## config.mk

```make
export PLATFORM = sky130hd
export DESIGN_NAME = hazard_controller_flat
export DESIGN_NICKNAME = d
export VERILOG_FILES = /design/src/rtl/hazard_controller_pkg.sv /design/src/rtl/hazard_controller_if.sv /design/src/rtl/hazard_controller_muldiv_occupancy_fsm.sv /design/src/rtl/hazard_controller.sv /design/src/flat_wrapper.sv
export SDC_FILE = /design/constraint.sdc
export NUM_CORES = 1
export LEC_CHECK = 0
export ABC_AREA = 1
export BUFFER_PORTS_ARGS = -buffer_cell sky130_fd_sc_hd__buf_2
export CAP_MARGIN = 20
export CORE_MARGIN = 2
export CORE_UTILIZATION = 53
export DETAILED_ROUTE_END_ITERATION = 8
export PLACE_DENSITY = 0.78
export SLEW_MARGIN = 20
export SYNTH_ARGS = -nofsm -noshare
export SYNTH_HDL_FRONTEND = slang
export SYNTH_SLANG_ARGS = --single-unit
```

## constraint.sdc

```tcl
create_clock -name clk -period 1.8 [get_ports clk]
set_clock_uncertainty 0.1 [all_clocks]
set_input_delay 0.18 -clock clk [delete_from_list [all_inputs] [get_ports clk]]
set_output_delay 0.18 -clock clk [all_outputs]
set_load 0.02 [all_outputs]
```

## src/rtl/hazard_controller_pkg.sv

```systemverilog
// hazard_controller_pkg: shared types and helpers for the pipeline hazard controller.
//   reg_addr_t     : architectural register address (5 bits)
//   bypass_ctrl_e  : per-operand bypass select (NONE/EX/MEM/WB)
//   hazard_track_t : destination info of an in-flight instruction {rd, we, load}
//   occ_state_e    : mul/div occupancy FSM states
package hazard_controller_pkg;
    typedef logic [4:0] reg_addr_t;
    typedef enum logic [1:0] {
        BYPASS_NONE = 2'd0,
        BYPASS_EX   = 2'd1,
        BYPASS_MEM  = 2'd2,
        BYPASS_WB   = 2'd3
    } bypass_ctrl_e;
    typedef struct packed {
        reg_addr_t rd;
        logic      we;
        logic      load;
    } hazard_track_t;
    typedef enum logic {OCC_IDLE, OCC_BUSY} occ_state_e;
    localparam hazard_track_t TRACK_BUBBLE = '0;
    // x0 is hardwired to zero, so a write to it is never a forwarding source
    function automatic logic track_match(logic used, reg_addr_t rs, hazard_track_t t);
        return used && rs != '0 && t.we && t.rd == rs;
    endfunction
    // Youngest producer wins: EX > MEM > WB
    function automatic bypass_ctrl_e bypass_sel(logic ex, logic mem, logic wb);
        return ex ? BYPASS_EX : mem ? BYPASS_MEM : wb ? BYPASS_WB : BYPASS_NONE;
    endfunction
endpackage

```

## src/rtl/hazard_controller_if.sv

```systemverilog
// hazard_controller_if: decode-stage request and hazard-control response bundle.
//   master: drives dec_* / mem_busy / branch_miss, receives bypass selects and stall/flush.
//   slave : the hazard controller side.
//   HAZARD_PERF_CNT_EN adds perf_data_stall/perf_struct_stall/perf_flush counters.
interface hazard_controller_if;
    import hazard_controller_pkg::*;
    logic         dec_valid;
    reg_addr_t    dec_rs1_addr;
    reg_addr_t    dec_rs2_addr;
    logic         dec_rs1_used;
    logic         dec_rs2_used;
    reg_addr_t    dec_rd_addr;
    logic         dec_rd_we;
    logic         dec_is_load;
    logic         dec_is_muldiv;
    logic         mem_busy;
    logic         branch_miss;
    bypass_ctrl_e op1_bypass_ctrl;
    bypass_ctrl_e op2_bypass_ctrl;
    logic         data_hazard;
    logic         structure_stall;
    logic         flush;
`ifdef HAZARD_PERF_CNT_EN
    logic [31:0]  perf_data_stall;
    logic [31:0]  perf_struct_stall;
    logic [31:0]  perf_flush;
`endif
    modport master (
        output dec_valid, dec_rs1_addr, dec_rs2_addr, dec_rs1_used, dec_rs2_used,
               dec_rd_addr, dec_rd_we, dec_is_load, dec_is_muldiv, mem_busy, branch_miss,
        input  op1_bypass_ctrl, op2_bypass_ctrl, data_hazard, structure_stall, flush
`ifdef HAZARD_PERF_CNT_EN
        , input perf_data_stall, perf_struct_stall, perf_flush
`endif
    );
    modport slave (
        input  dec_valid, dec_rs1_addr, dec_rs2_addr, dec_rs1_used, dec_rs2_used,
               dec_rd_addr, dec_rd_we, dec_is_load, dec_is_muldiv, mem_busy, branch_miss,
        output op1_bypass_ctrl, op2_bypass_ctrl, data_hazard, structure_stall, flush
`ifdef HAZARD_PERF_CNT_EN
        , output perf_data_stall, perf_struct_stall, perf_flush
`endif
    );
endinterface

```

## src/rtl/hazard_controller_muldiv_occupancy_fsm.sv

```systemverilog
// muldiv_occupancy_fsm: keeps the multi-cycle mul/div unit marked busy after issue.
//   clk, rst (sync, active-low), issue (mul/div op enters EX), busy (holds the pipeline).
//   busy stays high for exactly MULDIV_LAT-1 cycles after the issuing edge.
module muldiv_occupancy_fsm
    import hazard_controller_pkg::*;
#(
    parameter int MULDIV_LAT = 4
) (
    input  logic clk,
    input  logic rst,
    input  logic issue,
    output logic busy
);
    // The issue cycle itself is the first EX cycle, so BUSY covers the remaining LAT-1
    localparam logic [3:0] CNT_INIT = 4'(MULDIV_LAT > 1 ? MULDIV_LAT - 2 : 0);
    occ_state_e state_q, state_d;
    logic [3:0] cnt_q, cnt_d;
    always_comb begin
        state_d = state_q;
        cnt_d   = cnt_q;
        if (state_q == OCC_IDLE) begin
            if (issue && MULDIV_LAT > 1) begin
                state_d = OCC_BUSY;
                cnt_d   = CNT_INIT;
            end
        end else begin
            state_d = cnt_q == '0 ? OCC_IDLE : OCC_BUSY;
            cnt_d   = cnt_q == '0 ? '0 : cnt_q - 4'd1;
        end
    end
    always_ff @(posedge clk) begin
        if (!rst) begin
            state_q <= OCC_IDLE;
            cnt_q   <= '0;
        end else begin
            state_q <= state_d;
            cnt_q   <= cnt_d;
        end
    end
    assign busy = state_q == OCC_BUSY;
endmodule

```

## src/rtl/hazard_controller.sv

```systemverilog
// hazard_controller: forwarding selects, load-use bubbles, structural stalls and flush.
//   clk, rst (sync, active-low); hif (slave) carries decode info in, bypass/stall/flush out.
//   MULDIV_LAT: EX occupancy of a mul/div op (1..16).
//   Optional HAZARD_PERF_CNT_EN: saturating cycle counters for data stall, structure stall, flush.
module hazard_controller
    import hazard_controller_pkg::*;
#(
    parameter int MULDIV_LAT = 4
) (
    input  logic                 clk,
    input  logic                 rst,
    hazard_controller_if.slave   hif
);
    hazard_track_t ex_q, ex_d, mem_q, mem_d, wb_q, wb_d;
    logic m1_ex, m1_mem, m1_wb, m2_ex, m2_mem, m2_wb;
    logic data_hazard, structure_stall, flush, kill, advance, issue, muldiv_busy;
    assign m1_ex  = track_match(hif.dec_rs1_used, hif.dec_rs1_addr, ex_q);
    assign m1_mem = track_match(hif.dec_rs1_used, hif.dec_rs1_addr, mem_q);
    assign m1_wb  = track_match(hif.dec_rs1_used, hif.dec_rs1_addr, wb_q);
    assign m2_ex  = track_match(hif.dec_rs2_used, hif.dec_rs2_addr, ex_q);
    assign m2_mem = track_match(hif.dec_rs2_used, hif.dec_rs2_addr, mem_q);
    assign m2_wb  = track_match(hif.dec_rs2_used, hif.dec_rs2_addr, wb_q);
    assign data_hazard     = hif.dec_valid && (m1_ex || m2_ex) && ex_q.load;
    assign structure_stall = hif.mem_busy || muldiv_busy;
    // A held branch_miss waits out the stall; the mul/div ahead of it is never squashed
    assign flush           = hif.branch_miss && !structure_stall;
    assign advance         = !structure_stall;
    assign kill            = !hif.dec_valid || data_hazard || flush;
    assign issue           = advance && !kill && hif.dec_is_muldiv;
    assign hif.op1_bypass_ctrl = bypass_sel(m1_ex, m1_mem, m1_wb);
    assign hif.op2_bypass_ctrl = bypass_sel(m2_ex, m2_mem, m2_wb);
    assign hif.data_hazard     = data_hazard;
    assign hif.structure_stall = structure_stall;
    assign hif.flush           = flush;
    always_comb begin
        ex_d  = !advance ? ex_q : kill ? TRACK_BUBBLE :
                hazard_track_t'{rd: hif.dec_rd_addr, we: hif.dec_rd_we, load: hif.dec_is_load};
        mem_d = advance ? ex_q : mem_q;
        wb_d  = advance ? mem_q : wb_q;
    end
    always_ff @(posedge clk) begin
        if (!rst) begin
            ex_q  <= TRACK_BUBBLE;
            mem_q <= TRACK_BUBBLE;
            wb_q  <= TRACK_BUBBLE;
        end else begin
            ex_q  <= ex_d;
            mem_q <= mem_d;
            wb_q  <= wb_d;
        end
    end
    muldiv_occupancy_fsm #(.MULDIV_LAT(MULDIV_LAT)) u_occ (
        .clk   (clk),
        .rst   (rst),
        .issue (issue),
        .busy  (muldiv_busy)
    );
`ifdef HAZARD_PERF_CNT_EN
    logic [31:0] perf_data_q, perf_data_d, perf_struct_q, perf_struct_d, perf_flush_q, perf_flush_d;
    always_comb begin
        perf_data_d   = perf_data_q   + 32'(data_hazard     && perf_data_q   != '1);
        perf_struct_d = perf_struct_q + 32'(structure_stall && perf_struct_q != '1);
        perf_flush_d  = perf_flush_q  + 32'(flush           && perf_flush_q  != '1);
    end
    always_ff @(posedge clk) begin
        if (!rst) begin
            perf_data_q   <= '0;
            perf_struct_q <= '0;
            perf_flush_q  <= '0;
        end else begin
            perf_data_q   <= perf_data_d;
            perf_struct_q <= perf_struct_d;
            perf_flush_q  <= perf_flush_d;
        end
    end
    assign hif.perf_data_stall   = perf_data_q;
    assign hif.perf_struct_stall = perf_struct_q;
    assign hif.perf_flush        = perf_flush_q;
`endif
endmodule

```

## src/flat_wrapper.sv

```systemverilog
// flat-port wrapper written by rule: the top's interface ports become plain ports
module hazard_controller_flat import hazard_controller_pkg::*;
#(
    parameter int MULDIV_LAT = 4
)
  (clk, rst, hif_dec_valid, hif_dec_rs1_addr, hif_dec_rs2_addr, hif_dec_rs1_used, hif_dec_rs2_used, hif_dec_rd_addr, hif_dec_rd_we, hif_dec_is_load, hif_dec_is_muldiv, hif_mem_busy, hif_branch_miss, hif_op1_bypass_ctrl, hif_op2_bypass_ctrl, hif_data_hazard, hif_structure_stall, hif_flush);
  hazard_controller_if hif_i ();
  input  logic clk;
  input  logic rst;
  input wire logic [$bits(hif_i.dec_valid)-1:0] hif_dec_valid;
  input wire logic [$bits(hif_i.dec_rs1_addr)-1:0] hif_dec_rs1_addr;
  input wire logic [$bits(hif_i.dec_rs2_addr)-1:0] hif_dec_rs2_addr;
  input wire logic [$bits(hif_i.dec_rs1_used)-1:0] hif_dec_rs1_used;
  input wire logic [$bits(hif_i.dec_rs2_used)-1:0] hif_dec_rs2_used;
  input wire logic [$bits(hif_i.dec_rd_addr)-1:0] hif_dec_rd_addr;
  input wire logic [$bits(hif_i.dec_rd_we)-1:0] hif_dec_rd_we;
  input wire logic [$bits(hif_i.dec_is_load)-1:0] hif_dec_is_load;
  input wire logic [$bits(hif_i.dec_is_muldiv)-1:0] hif_dec_is_muldiv;
  input wire logic [$bits(hif_i.mem_busy)-1:0] hif_mem_busy;
  input wire logic [$bits(hif_i.branch_miss)-1:0] hif_branch_miss;
  output wire logic [$bits(hif_i.op1_bypass_ctrl)-1:0] hif_op1_bypass_ctrl;
  output wire logic [$bits(hif_i.op2_bypass_ctrl)-1:0] hif_op2_bypass_ctrl;
  output wire logic [$bits(hif_i.data_hazard)-1:0] hif_data_hazard;
  output wire logic [$bits(hif_i.structure_stall)-1:0] hif_structure_stall;
  output wire logic [$bits(hif_i.flush)-1:0] hif_flush;
  assign hif_i.dec_valid = hif_dec_valid;
  assign hif_i.dec_rs1_addr = hif_dec_rs1_addr;
  assign hif_i.dec_rs2_addr = hif_dec_rs2_addr;
  assign hif_i.dec_rs1_used = hif_dec_rs1_used;
  assign hif_i.dec_rs2_used = hif_dec_rs2_used;
  assign hif_i.dec_rd_addr = hif_dec_rd_addr;
  assign hif_i.dec_rd_we = hif_dec_rd_we;
  assign hif_i.dec_is_load = hif_dec_is_load;
  assign hif_i.dec_is_muldiv = hif_dec_is_muldiv;
  assign hif_i.mem_busy = hif_mem_busy;
  assign hif_i.branch_miss = hif_branch_miss;
  assign hif_op1_bypass_ctrl = hif_i.op1_bypass_ctrl;
  assign hif_op2_bypass_ctrl = hif_i.op2_bypass_ctrl;
  assign hif_data_hazard = hif_i.data_hazard;
  assign hif_structure_stall = hif_i.structure_stall;
  assign hif_flush = hif_i.flush;
  hazard_controller #(.MULDIV_LAT(MULDIV_LAT)) u_core (.clk(clk), .rst(rst), .hif(hif_i));
endmodule
```

==> flow_summary_export.csv <==
group,metric,value,unit
placed_design,io_buffers,31,
die,ioPinCount,32,
setup_path,rr_worst_depth,12,
global_routing,overflow,0,
sta,post-route-min-period,1930,ps
layout,antenna_cells,0,
sta,holdWs,4.68,ps
die,start_util,0.566,
sta,min_period_over_period,1.07,
route,via_per_inst,5.22,
sta,worst_slew_pin_slew,298,ps
die,die_w,55.9,microns
layout,stdcell_count,281,
yosys,ys_seq_area_frac,0.336,
status,failed_checks,"negative setup slack",
route,drc_errors,0,
yosys,synthMuxAreaShare,0,
placed_design,place_inst,274,
layout,syn_to_final_growth,24.1,%
placed_design,dp_hpwl,2630,microns
route,wl,3400,microns
yosys,syn_inst,215,
yosys,synthesis.area,1430,sq um
yosys,synth_cell_type_count,28,
yosys,synth-edff-count,0,
yosys,synth_simple_gate_area_frac,0.273,
yosys,synth_top_family_by_area,"simple AND/OR/NAND/NOR gates",
setup_path,end_kind,"output port",
global_routing,grt_max_degree,22,
die,die-height,55.9,microns
clock_tree,cts_tree,"yes",
layout,final_cell_mix,"nand2_1 (34), inv_1 (27), buf_2 (27)",
status,status,"finished, violations left",
yosys,synth_ff_type,"dfxtp_1",
layout,mostFrequentLayoutCell,"nand2_1",
sta,final-setup-viol-count,4,
power_and_ir_drop,p_per_area,604,nW/um^2
layout,nNetsFinal,277,
setup_path,path_class,"reg2out",
sta,timing.fmax,519,MHz
route,vias,1467,
yosys,synthesis.nets,240,
yosys,synth_top_area_frac,0.336,
setup_path,crit_fanout,4,
route,first_pass_iters,4,
sta,drv_slew,0,
setup_path,critPathLaunchType,"flip-flop",
die,num_rows,18,
yosys,yosys_warnings,0,
die,fp.dieArea,3130,sq um
power_and_ir_drop,total_power,0.00107,W
clock_tree,htree_levels,1,
layout,drive_gt1_frac,0.287,
global_routing,antenna_found_initial,0,
yosys,synth-xor-area-share,0.0858,
power_and_ir_drop,ir_worst_vdd,455,uV
layout,post-route-util,0.703,
die,coreArea,2520,sq um
yosys,yosys.area_share.adder,0,
clock_tree,ctsLongestPathBuffers,2,
yosys,yosysTopAreaCell,"dfxtp_1",
run,maxCapViolations,0,
setup_path,cp_data_arrival_time,1650,ps
route,drtAntennaViolNets,0,
yosys,synthTopCellsByArea,"dfxtp_1 (34%), a21oi_1 (9.8%), nand2_1 (8.9%), inv_1 (8.4%), xor2_1 (6.7%)",
clock_tree,cts-root-buf,"clkbuf_4",
clock_tree,cts.sinks,24,
sta,slew_headroom,0.801,
worst_hold_path,hold_path_class,"in2reg",
global_routing,grt_pass1_wl,5800,microns
placed_design,gp_congestion,0.901,
yosys,avgSynthCellArea,6.65,sq um
sta,rsz0062_at_grt,"yes",
worst_hold_path,worstHoldPathCells,3,
route,wl_per_cell,12.1,microns
yosys,synth_compound_area_frac,0.205,
clock_tree,clkTransAtPathRegs,130,ps
yosys,yosys_register_bits,24,
power_and_ir_drop,p_leak,0.843,nW
clock_tree,clk_latency,310,ps
placed_design,dp_slack,108,ps
global_routing,grt_pass1_vias,1366,
yosys,async_flop_share,0,
global_routing,grt_use_total,0.226,
setup_path,cp_data_required_time,1520,ps
sta,final_hold_viol_count,0,
route,dr.first_iter.drc_count,58,
sta,layout_setup_ws,-125,ps
clock_tree,cts_buffers,3,
[stage by stage]
step | TNS [ps] | area, sq um
finish | -335 | 1770
global placement | 0 | 1620
CTS | -311 | 1720
global route | -660 | 1770
floorplan | 0 | 1430
detailed placement | 0 | 1620
[final timing paths]
| path | start | to | slack [ps] |
|---|---|---|---|
| setup / recovery | u_core.mem_q[4] | hif_op2_bypass_ctrl[1] | -130 |
| hold / removal | hif_dec_rd_addr[3] | u_core.ex_q[5] | 5 |
| setup reg to reg | u_core.ex_q[3] | u_core.u_occ.cnt_q[1] | 150 |
| hold reg to reg | u_core.u_occ.cnt_q[0] | u_core.u_occ.cnt_q[0] | 380 |
[what timing repair did]
item / 4_1_cts / 5_1_grt
hold buffers: 1 / 0
gates resized for setup: 22 / 18
buffers inserted: 1 / 1
pin swaps: 13 / 8
endpoints found under the hold margin: 1 / 0
endpoints found under the setup margin: 5 / 7
[layer usage]
metal	track usage	vias up	wire length (microns)
met3	0.0256	6	145
met1	0.296	650	1640
met2	0.376	39	1550
met5	0	-	0
li1	-	772	-
met4	0.0952	0	63
[state kept, by name, summed over array words and instances, names as in the netlist]
register            cells
u_core.u_occ.cnt_q      4
u_core.wb_q             6
u_core.u_occ.busy       1
u_core.ex_q             7
u_core.mem_q            6
[area by class of cell]
type | instances | area (sq um)
Timing Repair Buffer | 36 | 209
Inverter | 34 | 128
Multi-Input combinational cell | 153 | 860
Sequential cell | 24 | 503
Fill cell | 224 | 749
Clock buffer | 4 | 36.3
Tap cell | 30 | 37.5
[power breakdown]
group	switching, W	internal (W)	total, W
Sequential	0.0000256	0.000551	0.000577
Combinational	0.000120	0.0000833	0.000203
Clock	0.000167	0.000124	0.000290
Total	0.000312	0.000758	0.00107
[cells in the mapped netlist (2+ instances only)]
master	number
nor3_1	2
nand2_2	2
nand2_1	34
xor2_1	11
nand3_1	16
clkbuf_1	3
a21boi_0	3
inv_1	32
xnor2_1	3
a21oi_1	28
nand4_1	2
o21ai_0	19
nor2_1	22
dfxtp_1	24
[worst max-delay path, cell delays in order (launching register included)]
cell      delay [ps]
dfxtp_2          370
xor2_1           170
nor4_2           340
nand3_1          170
a21boi_2         140
buf_4            150
[cell families (layout without fill, tap and decap cells)]
| logic type | Yosys count | in the layout |
|---|---|---|
| buffers and inverters | 38 | 74 |
| xor gates and xnor gates | 14 | 14 |
| AOI/OAI and AO/OA | 55 | 55 |
| DFF | 24 | 24 |
| and+or+nand+nor | 84 | 84 |
No activity file was read; power rests on OpenSTA's default activity.
